`src/rtl/baud_div_sequencer.sv`:
```
// Purpose: double-buffered 16-bit baud divisor with tick generator; shadow bytes commit at period boundaries.
// Latency: writes land in shadow at the write edge; commit at the next count==0 (or next cycle when disabled).
// Backpressure: none; cfg_busy flags a pending commit. Optional readback port compiled in with DIV_READBACK_EN.
module baud_div_sequencer #(
  parameter logic [15:0] LS_ADDR = 16'h002F,
  parameter logic [15:0] MS_ADDR = 16'h0030
) (
  input  logic        m_clk,
  input  logic        reset,
  input  logic [15:0] address,
  input  logic [7:0]  data_in,
  input  logic        wr_en,
`ifdef DIV_READBACK_EN
  input  logic        rd_en,
  output logic [7:0]  data_out,
`endif
  output logic [15:0] divisor_active,
  output logic        baud_tick,
  output logic        cfg_busy
);

  typedef enum logic [1:0] {
    IDLE    = 2'd0,
    LS_PEND = 2'd1,
    ARMED   = 2'd2
  } state_t;

  state_t      state_q, state_d;
  logic [7:0]  shadow_ls_q, shadow_ls_d;
  logic [7:0]  shadow_ms_q, shadow_ms_d;
  logic [15:0] div_q, div_d;
  logic [15:0] count_q, count_d;
  logic        busy_q, busy_d;

  logic ls_wr;
  logic ms_wr;
  logic any_wr;
  logic opp;
  logic commit;

  // Decode writes, find commit opportunities, and compute next state of the whole block.
  always_comb begin
    ls_wr  = wr_en && (address == LS_ADDR);
    ms_wr  = wr_en && (address == MS_ADDR);
    any_wr = ls_wr || ms_wr;
    // A disabled generator commits immediately; a running one only at a period boundary.
    opp    = (div_q == 16'd0) || (count_q == 16'd0);
    // Any register write in the commit cycle keeps the update pending so the freshest shadow wins later.
    commit = (state_q == ARMED) && opp && !any_wr;

    shadow_ls_d = ls_wr ? data_in : shadow_ls_q;
    shadow_ms_d = ms_wr ? data_in : shadow_ms_q;

    state_d = state_q;
    case (state_q)
      IDLE: begin
        if (ms_wr) begin
          state_d = ARMED;
        end else if (ls_wr) begin
          state_d = LS_PEND;
        end
      end
      LS_PEND: begin
        if (ms_wr) begin
          state_d = ARMED;
        end
      end
      ARMED: begin
        if (commit) begin
          state_d = IDLE;
        end
      end
      default: state_d = IDLE;
    endcase

    busy_d = (state_d != IDLE);

    div_d = commit ? {shadow_ms_q, shadow_ls_q} : div_q;

    // Reload from the divisor that will be active after this edge; zero parks the counter.
    if (opp) begin
      count_d = (div_d == 16'd0) ? 16'd0 : div_d - 16'd1;
    end else begin
      count_d = count_q - 16'd1;
    end
  end

  // Register FSM, shadow bytes, active divisor and counter; reset discards any pending update.
  always_ff @(posedge m_clk) begin
    if (reset) begin
      state_q     <= IDLE;
      shadow_ls_q <= 8'h00;
      shadow_ms_q <= 8'h00;
      div_q       <= 16'h0000;
      count_q     <= 16'h0000;
      busy_q      <= 1'b0;
    end else begin
      state_q     <= state_d;
      shadow_ls_q <= shadow_ls_d;
      shadow_ms_q <= shadow_ms_d;
      div_q       <= div_d;
      count_q     <= count_d;
      busy_q      <= busy_d;
    end
  end

  // Tick is decoded from registered state and forced low while reset is held.
  always_comb begin
    baud_tick = !reset && (div_q != 16'd0) && (count_q == 16'd0);
  end

  assign divisor_active = div_q;
  assign cfg_busy       = busy_q;

`ifdef DIV_READBACK_EN
  logic [7:0] data_q, data_d;

  // Select the addressed divisor byte on a read; unknown addresses read as zero, idle cycles hold.
  always_comb begin
    data_d = data_q;
    if (rd_en) begin
      if (address == LS_ADDR) begin
        data_d = div_q[7:0];
      end else if (address == MS_ADDR) begin
        data_d = div_q[15:8];
      end else begin
        data_d = 8'h00;
      end
    end
  end

  // Register the readback byte.
  always_ff @(posedge m_clk) begin
    if (reset) begin
      data_q <= 8'h00;
    end else begin
      data_q <= data_d;
    end
  end

  assign data_out = data_q;
`endif

endmodule

```
`config.mk`:
```
export PLATFORM = sky130hd
export DESIGN_NAME = baud_div_sequencer
export DESIGN_NICKNAME = d
export VERILOG_FILES = /design/src/rtl/baud_div_sequencer.sv
export SDC_FILE = /design/constraint.sdc
export NUM_CORES = 1
export LEC_CHECK = 0
export CORE_MARGIN = 10
export CORE_UTILIZATION = 45
export DETAILED_ROUTE_END_ITERATION = 10
export PLACE_DENSITY = 0.74
export SLEW_MARGIN = 20
export SYNTH_ARGS = -nofsm -noshare
export SYNTH_HDL_FRONTEND = slang
export SYNTH_SLANG_ARGS = --single-unit
```
`constraint.sdc`:
```
create_clock -name m_clk -period 4.3 [get_ports m_clk]
set_input_delay 0.86 -clock m_clk [delete_from_list [all_inputs] [get_ports m_clk]]
set_output_delay 0.86 -clock m_clk [all_outputs]
set_load 0.005 [all_outputs]
```
Yosys cells after proc, flatten, opt, wreduce, memory -nomap -nowiden
Index checks and enable logic that the tools add are counted.
- word-level logic and storage cells: 36
- output and inout port bits: 18
- input port bits: 27
- register bits: 51
- equal/unequal tests: 4
- reduce and logical (&&, ||, !) cells: 16
- add/subtract/negate cells: 2
- muxes and demuxes: 8
- operator list (cell ; number):
    zero test 16 bit ; 3
    2-to-1 mux 16 bit ; 3
    equality test 16 x 6 -> 1 bit (second input constant) ; 2
    subtractor 16 x 1 -> 16 bit (second input constant) ; 2
    nonzero test 16 bit ; 1
    2-to-1 mux 2 bit ; 4
    logical AND 1 bit ; 6
    one-hot mux 2 bit (3 select lines) ; 1
    equality test 2 x 1 -> 1 bit (second input constant) ; 1
    equality test 2 bit (second input constant) ; 1
    zero test 1 bit ; 2
    zero test 2 bit ; 1
    logical OR 1 bit ; 2
    nonzero test 2 bit ; 1

Longest topological paths before layout
- word-level depth: 9
- depth in mapped cells: 18
- mapped depth without buffers: 15

Worst setup path after synthesis
OpenSTA, ideal clock, no wires.
- kind: input to register
- start point: input address[7]
- end point: register count_q[14]
- arrival: 4.137 ns
- slack: 0.096 ns
- setup time: 0.068 ns
- stages: 15
- buffers on the path: 2
- cells stage by stage: nor4b_1 -> nand3_1 -> o21bai_1 -> a21oi_4 -> buf_6 -> mux2i_1 -> ha_1 -> or3b_1 -> clkbuf_1 -> or4_1 -> or3_1 -> xor2_1 -> nand2_1 -> o211ai_2 -> a21oi_2
- cells in the longest elaborated chain, start to end: 9
- elaborated cells between the ends (all ways): 12
- RTL lines (item ; line ; RTL):
    start, declared ; 10 ; input logic [15:0] address,
    equality test 16 x 6 -> 1 bit (on tied branches) ; 43, 44 ;
    logical AND 1 bit (on tied branches) ; 43, 44 ;
    logical OR 1 bit (*) ; 45 ; any_wr = ls_wr || ms_wr;
    zero test 1 bit (*) ; 49 ; commit = (state_q == ARMED) && opp && !any_wr;
    logical AND 1 bit (*) ; 49 ;
    2-to-1 mux 16 bit (*) ; 78 ; div_d = commit ? {shadow_ms_q, shadow_ls_q} : div_q;
    subtractor 16 x 1 -> 16 bit / zero test 16 bit (equally long branches) ; 82 ; count_d = (div_d == 16'd0) ? 16'd0 : div_d - 16'd1;
    2-to-1 mux 16 bit (*) ; 82 ;
    2-to-1 mux 16 bit (*) ; 81 ; if (opp) begin
    end signal, assigned ; 102 ; count_q <= count_d;
    end, declared ; 32 ; logic [15:0] count_q, count_d;
Every way passes the cells marked *; elsewhere a longest branch is shown, timed or not.
A chain may end at the register's enable or synchronous reset.

Worst setup path after layout
- start point: input address[13]
- end point: register count_q[14]
The elaborated chain is that of the path after synthesis.

==> run_results.csv <==
group,metric,value,unit
drt,wl,7120,um
place,gp_congestion,0.859,
critical_path,arrival,4.27,ns
critical_path,critPathSlowestCell,"or4_4",
final_layout,diodes,0,
critical_path,crit_required,4.48,ns
timing,period_needed,4.08,ns
timing,fin_crit_sh,95.0,%
pwr,leakage,1.38,nW
critical_path,path_max_fanout,4,
place,placement.io_buffers,44,
floorplan,pin_count,45,
global_route,overflow,0,
critical_path,critPathLaunchType,"input pin",
cts,cts_tree,"built",
final_layout,fillCellCount,600,
timing,setup_violations,0,
critical_path,slowest_delay,0.54,ns
yosys,syn_nets,357,
job,max-cap-violations,0,
yosys,synth_ff_type,"dfxtp_1",
drt,drc,0,
floorplan,die_h,101,um
floorplan,start_util,46.3,%
drt,first_pass_iters,4,
yosys,synth-seq-cells,51,
floorplan,num_rows,29,
drt,drt-initial-drc-count,106,
critical_path,cpLargestDelayFamily,"simple AND/OR/NAND/NOR gates",
global_route,first_global_vias,2527,
yosys,syn_area,0.00292,mm^2
global_route,grt_max_degree,53,
yosys,syn_area_per_cell,8.91,um^2
place,placed_cell_area,0.00343,mm^2
yosys,yosys_warnings,0,
final_layout,syn2layout_area_growth,22.3,%
final_layout,postLayoutCellArea,0.00358,mm^2
pwr,worst_ir_drop_vdd,0.165,mV
critical_path,endpoint_kind,"flip-flop",
critical_path,path_buf_inv,1,
cts,cts_buffers,5,
final_layout,final_cells,453,
timing,grt_setup_unrepaired,"false",
floorplan,coreArea,0.00631,mm^2
timing,worst_slew_pin_slew,0.706,ns
floorplan,dieArea,0.0101,mm^2
timing,timing.final.ws_setup,0.215,ns
final_layout,multiInputGateArea,0.00182,mm^2
final_layout,layout.nets,404,
run_status,outcome,"finished, final reports clean",
yosys,async_flop_share,0,%
timing,fmax,245,MHz
final_layout,layout-drive-gt1-share,13.8,%
final_layout,seq_area,0.00102,mm^2
cts,clk_pin_slew,0.10,ns
global_route,grt_use_total,14.4,%
critical_path,critical_path_class,"in2reg",
place,preCtsSetupSlack,-0.146,ns
cts,htreeDepth,2,
yosys,synth_edf_count,0,
cts,cts_root_buf,"clkbuf_8",
timing,finClkSkew,0.0113,ns
pwr,power_density,222,mW/mm^2
yosys,synthCells,328,
timing,slew_violations,0,
timing,final_hold_viol_count,0,
cts,insertion_delay,0.31,ns
drt,vias,2494,
worst_hold_path,hold_class,"reg2reg",
global_route,antenna_found_initial,0,
drt,wl_per_cell,15.7,um
place,hpwl,5590,um
timing,timing.hold.ws,0.486,ns
place,dp_cells,442,
timing,totalNegativeSetupSlack,0,ns
drt,drt-vias-per-instance,5.51,
critical_path,crit_path_cell_trace,"clkdlybuf4s50_1 > nor4_1 > nand3_1 > o21bai_1 > a21oi_4 > mux2i_1 > ha_1 > or3b_1 > or4_4 > or3_1 > xor2_1 > nand2_1 > o211ai_2 > a21oi_2",
timing,relSlewSlack,53.0,%
yosys,ys_types,54,
yosys,seq_area_frac_synth,34.9,%
drt,ant_nets,0,
cts,cts_sinks,51,
floorplan,die_w,101,um
cts,cts.path.max_buffers,2,
global_route,grt_pass1_wl,12000,um
cts,holdBufCountCts,0,
## path summary, 6_finish.rpt
| path | slack (ns) | endpoint | cells after the start | from |
|---|---|---|---|---|
| setup / recovery | 0.22 | count_q[14]$_SDFF_PP0_ | 14 | address[13] |
| hold / removal | 0.49 | state_q[0]$_SDFF_PP0_ | 1 | state_q[1]$_SDFF_PP0_ |
| setup reg to reg | 0.24 | count_q[14]$_SDFF_PP0_ | 15 | count_q[0]$_SDFF_PP0_ |
| hold reg to reg | 0.49 | state_q[0]$_SDFF_PP0_ | 1 | state_q[1]$_SDFF_PP0_ |
## metrics by stage
stage | power (W) | util (%)
2_1_floorplan | 0.000492 | -
3_3_place_gp | 0.000519 | 54.4
3_5_place_dp | 0.000520 | 54.4
4_1_cts | 0.000800 | 55.9
5_1_grt | 0.000818 | 56.6
6_report | 0.000794 | 56.6
## cells in the final DEF (no fill, tap or decap), drive strengths merged, types with 4 or more instances in the layout
master / netlist / routed
nor3: 11 / 11
nor2: 60 / 60
nand2: 22 / 22
nor4: 12 / 12
clkdlybuf4s50: 0 / 43
xnor2: 17 / 17
clkbuf: 10 / 5
xor2: 15 / 15
mux2i: 37 / 37
a22oi: 5 / 5
inv: 3 / 5
nand3: 5 / 5
buf: 8 / 15
a21oi: 12 / 12
dfxtp: 51 / 51
or3: 5 / 5
nor4b: 4 / 4
or4: 8 / 8
o211ai: 8 / 8
## Yosys cell counts, drive strengths merged (3+ instances only)
cell type / instances / share of area [%]
a22oi: 5 / 1.3
buf: 8 / 2.4
a21oi: 12 / 3.3
nand2: 22 / 2.8
nor4b: 4 / 1.4
or4: 8 / 2.3
and2: 3 / 0.64
o31ai: 3 / 0.77
nor2b: 3 / 0.64
nand2b: 3 / 0.64
mux2i: 37 / 13
inv: 3 / 0.39
nor2: 60 / 8.0
nand3: 5 / 0.86
nor4: 12 / 2.8
xnor2: 17 / 5.1
o211ai: 8 / 3.3
xor2: 15 / 4.5
clkbuf: 10 / 1.3
nor3: 11 / 1.9
dfxtp: 51 / 35
or3: 5 / 1.1
## layer usage
| layer | global-route usage (%) | routed length [um] | up-vias | share of wire [%] |
|---|---|---|---|---|
| li1 | - | - | 1258 | - |
| met1 | 16.6 | 3100 | 1192 | 44 |
| met2 | 26.0 | 3740 | 33 | 52 |
| met3 | 2.61 | 181 | 11 | 2.5 |
| met4 | 4.35 | 103 | 0 | 1.4 |
| met5 | 0 | 0 | - | 0 |
## repair_timing
action	CTS	global route
endpoints found under the setup margin	1	16
resized for setup	1	5
pin swaps	0	2
buffers inserted	0	3
## kinds of logic after synthesis
logic type | share of synthesized area (%)
simple gates | 24.9
flops | 34.9
compound gates | 12.3
mux | 13.4
xor+xnor | 9.58
buf+inv | 4.02
fa+ha+maj | 0.856
## flip-flops by register name (all words and copies together), names as in the netlist
signal	flops
shadow_ls_q	8
shadow_ms_q	8
cfg_busy	1
state_q	2
divisor_active	16
count_q	16
## final cells by class
| type | instances | area share (%) |
|---|---|---|
| Sequential cell | 51 | 28.6 |
| Inverter | 3 | 0.315 |
| Clock inverter | 3 | 0.630 |
| Multi-Input combinational cell | 256 | 50.8 |
| Clock buffer | 5 | 1.92 |
| Tap cell | 77 | 2.69 |
| Timing Repair Buffer | 58 | 15.1 |
## power by group
part | internal [W] | switching, W | leakage (nW) | total (W)
combinational | 0.0000226 | 0.0000145 | 0.920 | 0.0000370
clock | 0.000118 | 0.000167 | 0.0489 | 0.000285
sequential | 0.000472 | 0.00000000218 | 0.411 | 0.000472
No activity file was read; power rests on OpenSTA's default activity.
==> RTL change 1 (config.mk and constraints unchanged) <==
Add a define of `DIV_READBACK_EN`.
--- a/src/rtl/baud_div_sequencer.sv
+++ b/src/rtl/baud_div_sequencer.sv
@@ -3,2 +3,4 @@
 // Backpressure: none; cfg_busy flags a pending commit. Optional readback port compiled in with DIV_READBACK_EN.
+`define DIV_READBACK_EN
+
 module baud_div_sequencer #(
Interface: changed (added data_out and rd_en); port bits go from 45 to 54. The function was not compared with the original's and may differ.
==> RTL change 1 against the unedited design <==
  * Total power rose by 35%
  * Global-route usage rose by 3.2 points
  * Maximum frequency rose by 6.9%
  * Final area rose by 15%
  * Combinational power rose by 49%
  * Sequential cell count rose by 8
  * Setup slack improved by 0.26 ns
  * Routed wire length rose by 36%
  * Clock power rose by 64%
  * Via count rose by 30%
  * Area after synthesis rose by 13%
  * Utilization rose by 0.66 points
  * Critical endpoint is now count_q[2]
  * Largest cell class unchanged
  * Largest power group unchanged
==> RTL change 1: results (changes against the unedited design) <==
stage	metric	value	unit	change
cts	cts_buffers	9		+4
global_routing	track_usage	17.6	%	+3.2 points
global_routing	grt_max_degree	58		+9.4%
min_path	whs_endpoint	state_q[0]		
synth	syn-num-nets	440		+23%
critical_path	r2r-start	count_q[2]		
place	pre_cts_ws	0.158	ns	+0.303 ns
sta	fmax	0.262	GHz	+6.9%
place	io_buffers	53		+20%
drt	wl	9660	µm	+36%
global_routing	grt_pass1_vias	3229		+28%
place	post-dp-hpwl	7450	µm	+33%
synth	async_flop_share	0	%	unchanged
pwr	p_leak	1.53	nW	+11%
min_path	hp-class	register to register		
synth	synthDistinctLibCells	60		+11%
pwr	irDropWorstVdd	0.197	mV	+19%
critical_path	path_max_fanout	13		+9
place	place_area	3940	µm²	+15%
finish	fin_nets	494		+22%
critical_path	r2r_cells	11		-4
cts	clkLatencyLatePin	0.34	ns	+0.03 ns
pwr	powerDensity	261	nW/µm²	+17%
cts	cts_max_path_buffers	2		unchanged
synth	synth_common_cells	69 x nand2_1, 59 x dfxtp_1, 49 x nor2_1		
cts	htreeDepth	3		+1
finish	drive_gt1_share	10.9	%	-2.9 points
cts	clk_pin_slew	0.07	ns	-0.03 ns
synth	synth.top_cells.by_area	dfxtp_1 36%, nand2_1 7.9%, nor2_1 5.6%		
drt	via_per_inst	5.74		+4.3%
sta	worst_pin_slew	0.676	ns	-0.0300 ns
drt	drt-pass1-iter-count	5		+1
critical_path	timing.rr.end	count_q[2]		
critical_path	reg2reg_slack	0.60	ns	+0.36 ns
place	globalplace.congestion	0.952		+11%
global_routing	grt_pass1_wl	16100	µm	+33%
cts	postCtsResizedCells	0		-1
sta	clock_skew	0.0101	ns	-0.00124 ns
run_status	status	finished, final reports clean		
critical_path	cp.arrival	4.06	ns	-0.21 ns
drt	first_iter_violations	255		+140%
synth	seq_area_frac_synth	35.8	%	+0.90 points
RTL change 1: cell count changes after synthesis, sizes merged, moves of 7 or more:
cell    before  now
a21oi       12   31
nor3        11   18
nor2        60   49
dfxtp       51   59
a211oi       1   10
nand2       22   70
mux2i       37   12
RTL change 1: critical path: stages:
cell and delay (ns):
clkdlybuf4s50_1 0.41, and4_1 0.22, mux2_2 0.29, a31oi_1 0.36, nand2_4 0.14, mux2i_2 0.22
ha_1 0.24, nand4_1 0.17, nor4b_1 0.53, a211oi_4 0.23, and3b_1 0.22, o21a_1 0.17
RTL change 1: kinds of logic (layout without fill, tap and decap cells):
| family | after synthesis | count (layout) | share of synthesized area (%) |
|---|---|---|---|
| and+or+nand+nor | 192 | 192 | 28.5 |
| AOI/OAI and AO/OA | 83 | 83 | 18.6 |
| DFF | 59 | 59 | 35.8 |
| buffers and inverters | 32 | 88 | 4.44 |
| xor gates and xnor gates | 28 | 28 | 7.44 |
| muxes | 14 | 14 | 4.44 |
| adders and majority gates | 2 | 2 | 0.759 |
RTL change 1: layout make-up:
type	instances	area, µm²
repair buffers	68	638
clock buffers	9	124
fillers	677	3060
flip-flops and latches	59	1180
multi-input cells	319	1970
clock inverters	4	45.0
inverters	7	26.3
well taps	99	124
RTL change 1: worst max-delay path by stage:
stage | start | endpoint | cells past startpoint
finish | address[2] | count_q[2] | 12
global route | address[6] | count_q[2] | 12
CTS | address[2] | count_q[2] | 12
detailed placement | address[2] | count_q[2] | 12
global placement | address[2] | count_q[2] | 12
floorplan | address[2] | count_q[13] | 13
RTL change 1: report_power, final:
| group | internal, mW | total (mW) | leakage [nW] | switching [mW] |
|---|---|---|---|---|
| clock | 0.254 | 0.466 | 0.0906 | 0.211 |
| sequential | 0.550 | 0.552 | 0.476 | 0.00170 |
| combinational | 0.0319 | 0.0550 | 0.964 | 0.0230 |
RTL change 1: stage by stage:
step | instances | hold slack [ns] | util, % | power [mW]
after floorplan | 410 | 0.432 | - | 0.581
after global placement | 552 | 0.444 | 54.9 | 0.618
after detailed placement | 552 | 0.457 | 54.9 | 0.619
after CTS | 565 | 0.467 | 57.3 | 1.08
after global routing | 565 | 0.494 | 57.3 | 1.11
final | 565 | 0.463 | 57.3 | 1.07
RTL change 1: metal layers:
layer	part of all wire [%]	up-vias	global-route usage, %
li1	-	1572	-
met1	42	1513	20.4
met2	47	128	28.8
met3	8.2	30	5.91
met4	3.4	0	8.12
met5	0	-	0
==> RTL change 2 (same settings) <==
Made on the original files. Encoding of `state_t`: now one-hot (3 bits for 3 states).
--- a/src/rtl/baud_div_sequencer.sv
+++ b/src/rtl/baud_div_sequencer.sv
@@ -21,6 +21,6 @@
 
-  typedef enum logic [1:0] {
-    IDLE    = 2'd0,
-    LS_PEND = 2'd1,
-    ARMED   = 2'd2
+  typedef enum logic [2:0] {
+    IDLE    = 3'b001,
+    LS_PEND = 3'b010,
+    ARMED   = 3'b100
   } state_t;
Check against the original RTL: same outputs for any inputs over 10 cycles, from zero or initial values and one cycle with reset high; not proved beyond that.
==> RTL change 2 against the unedited design <==
  * Area after synthesis decreased by 6.5%
  * Routed wire length is 9.2% lower
  * Largest cell class unchanged
  * Setup slack better by 0.22 ns
  * Final area down 7.5%
  * Register-to-register slack improved by 0.54 ns
  * Sequential cell count increased by 1
  * Worst hold slack better by 0.0048 ns
  * Total power increased by 0.68%
==> RTL change 2: results (changes against the unedited design) <==
stage	metric	value	unit	change
global_routing	grt_max_degree	40		-25%
pwr	irDropWorstVdd	0.214	mV	+30%
critical_path	criticalPathCategory	register to output pin		
run_status	status	finished, final reports clean		
place	globalplace.congestion	0.821		-4.3%
sta	clock_skew	0.00756	ns	-0.00375 ns
critical_path	path_max_fanout	6		+2
global_routing	track_usage	13.1	%	-1.3 points
place	post-dp-hpwl	4930	µm	-12%
critical_path	r2r-start	divisor_active[1]		
finish	drive_gt1_share	7.18	%	-6.6 points
drt	wl	6470	µm	-9.2%
drt	first_iter_violations	152		+43%
synth	synthXorXnorAreaFrac	8.65	%	-0.94 points
critical_path	reg2reg_slack	0.78	ns	+0.54 ns
synth	synth_common_cells	52 x dfxtp_1, 41 x nor2_1, 35 x nand2_1		
synth	synthMuxAreaShare	9.38	%	-4.1 points
place	pre_cts_ws	0.519	ns	+0.664 ns
sta	fin_ws	0.437	ns	+0.222 ns
cts	postCtsResizedCells	0		-1
synth	syn-num-nets	351		-1.7%
critical_path	timing.rr.end	count_q[0]		
synth	seq_area_frac_synth	38.1	%	+3.2 points
pwr	p_leak	1.35	nW	-2.3%
synth	synth_compound_area_share	16.3	%	+4.0 points
synth	synthDistinctLibCells	49		-9.3%
min_path	hp-start	shadow_ls_q[3]		
critical_path	endpoint	baud_tick		
synth	yosys.area_share.adder	0.458	%	-0.40 points
pwr	netSwitchingFraction	20.8	%	-2.1 points
critical_path	cp.arrival	3.00	ns	-1.27 ns
finish	fillers	544		-9.3%
drt	via_count	2382		-4.5%
-- RTL change 2: cell count changes in the layout (fill, tap and decap cells not counted), moves of 4 or more --
| cell | unedited run | this run |
|---|---|---|
| a21oi_1 | 4 | 20 |
| a21oi_2 | 7 | 0 |
| a22oi_1 | 5 | 0 |
| buf_4 | 14 | 4 |
| mux2_2 | 1 | 5 |
| mux2i_1 | 36 | 20 |
| nand2_1 | 22 | 35 |
| nor2_1 | 59 | 41 |
| nor4_1 | 10 | 4 |
| o211ai_2 | 7 | 0 |
| o21ai_0 | 1 | 11 |
| o22ai_1 | 0 | 11 |
| xnor2_1 | 17 | 11 |
-- RTL change 2: cell type report --
| class | count | area share [%] |
|---|---|---|
| Tap cell | 75 | 2.84 |
| Sequential cell | 52 | 31.5 |
| Multi-Input combinational cell | 250 | 48.2 |
| Timing Repair Buffer | 48 | 14.2 |
| Clock buffer | 6 | 2.50 |
| Clock inverter | 2 | 0.302 |
| Inverter | 4 | 0.454 |
-- RTL change 2: critical path: stages (launching register included) --
cell	delay (ns)
dfxtp_1	0.37
or4_4	0.59
or4_1	0.54
or4_4	0.57
nor3b_1	0.17
clkdlybuf4s50_1	0.45
-- RTL change 2: routing by layer --
metal  wire length (µm)  track usage [%]
met3                210             1.62
met1               3080             16.4
met5                  0                0
met2               3060             22.1
met4                118             5.15
-- RTL change 2: worst min path at each step --
stage | to | slack (ns)
CTS | divisor_active[3] | 0.50
finish | divisor_active[3] | 0.49
floorplan | divisor_active[3] | 0.45
global placement | divisor_active[3] | 0.48
global route | divisor_active[13] | 0.53
detailed placement | divisor_active[3] | 0.49
-- RTL change 2: power groups by stage --
stage / combinational, mW / clock [mW] / sequential (mW)
finish: 0.0351 / 0.283 / 0.481
detailed placement: 0.0352 / 0 / 0.492
global placement: 0.0348 / 0 / 0.492
floorplan: 0.00781 / 0 / 0.492
CTS: 0.0354 / 0.291 / 0.481
global route: 0.0380 / 0.308 / 0.481
-- RTL change 2: kinds of logic (layout without fill, tap and decap cells) --
| kind of cell | after synthesis | in the layout |
|---|---|---|
| xor+xnor | 27 | 27 |
| simple gates | 131 | 131 |
| buf+inv | 21 | 60 |
| compound gates | 66 | 66 |
| fa+ha+maj | 1 | 1 |
| mux | 25 | 25 |
| flops | 52 | 52 |
-- RTL change 2: metrics by stage --
stage          instances  cell area (µm²)  util [%]  power (mW)
3_3_place_gp         429             3220      54.3       0.527
5_1_grt              437             3310      55.9       0.827
6_report             437             3310      55.9       0.800
3_5_place_dp         429             3220      54.3       0.528
4_1_cts              437             3310      55.9       0.807
2_1_floorplan        323             2730         -       0.500
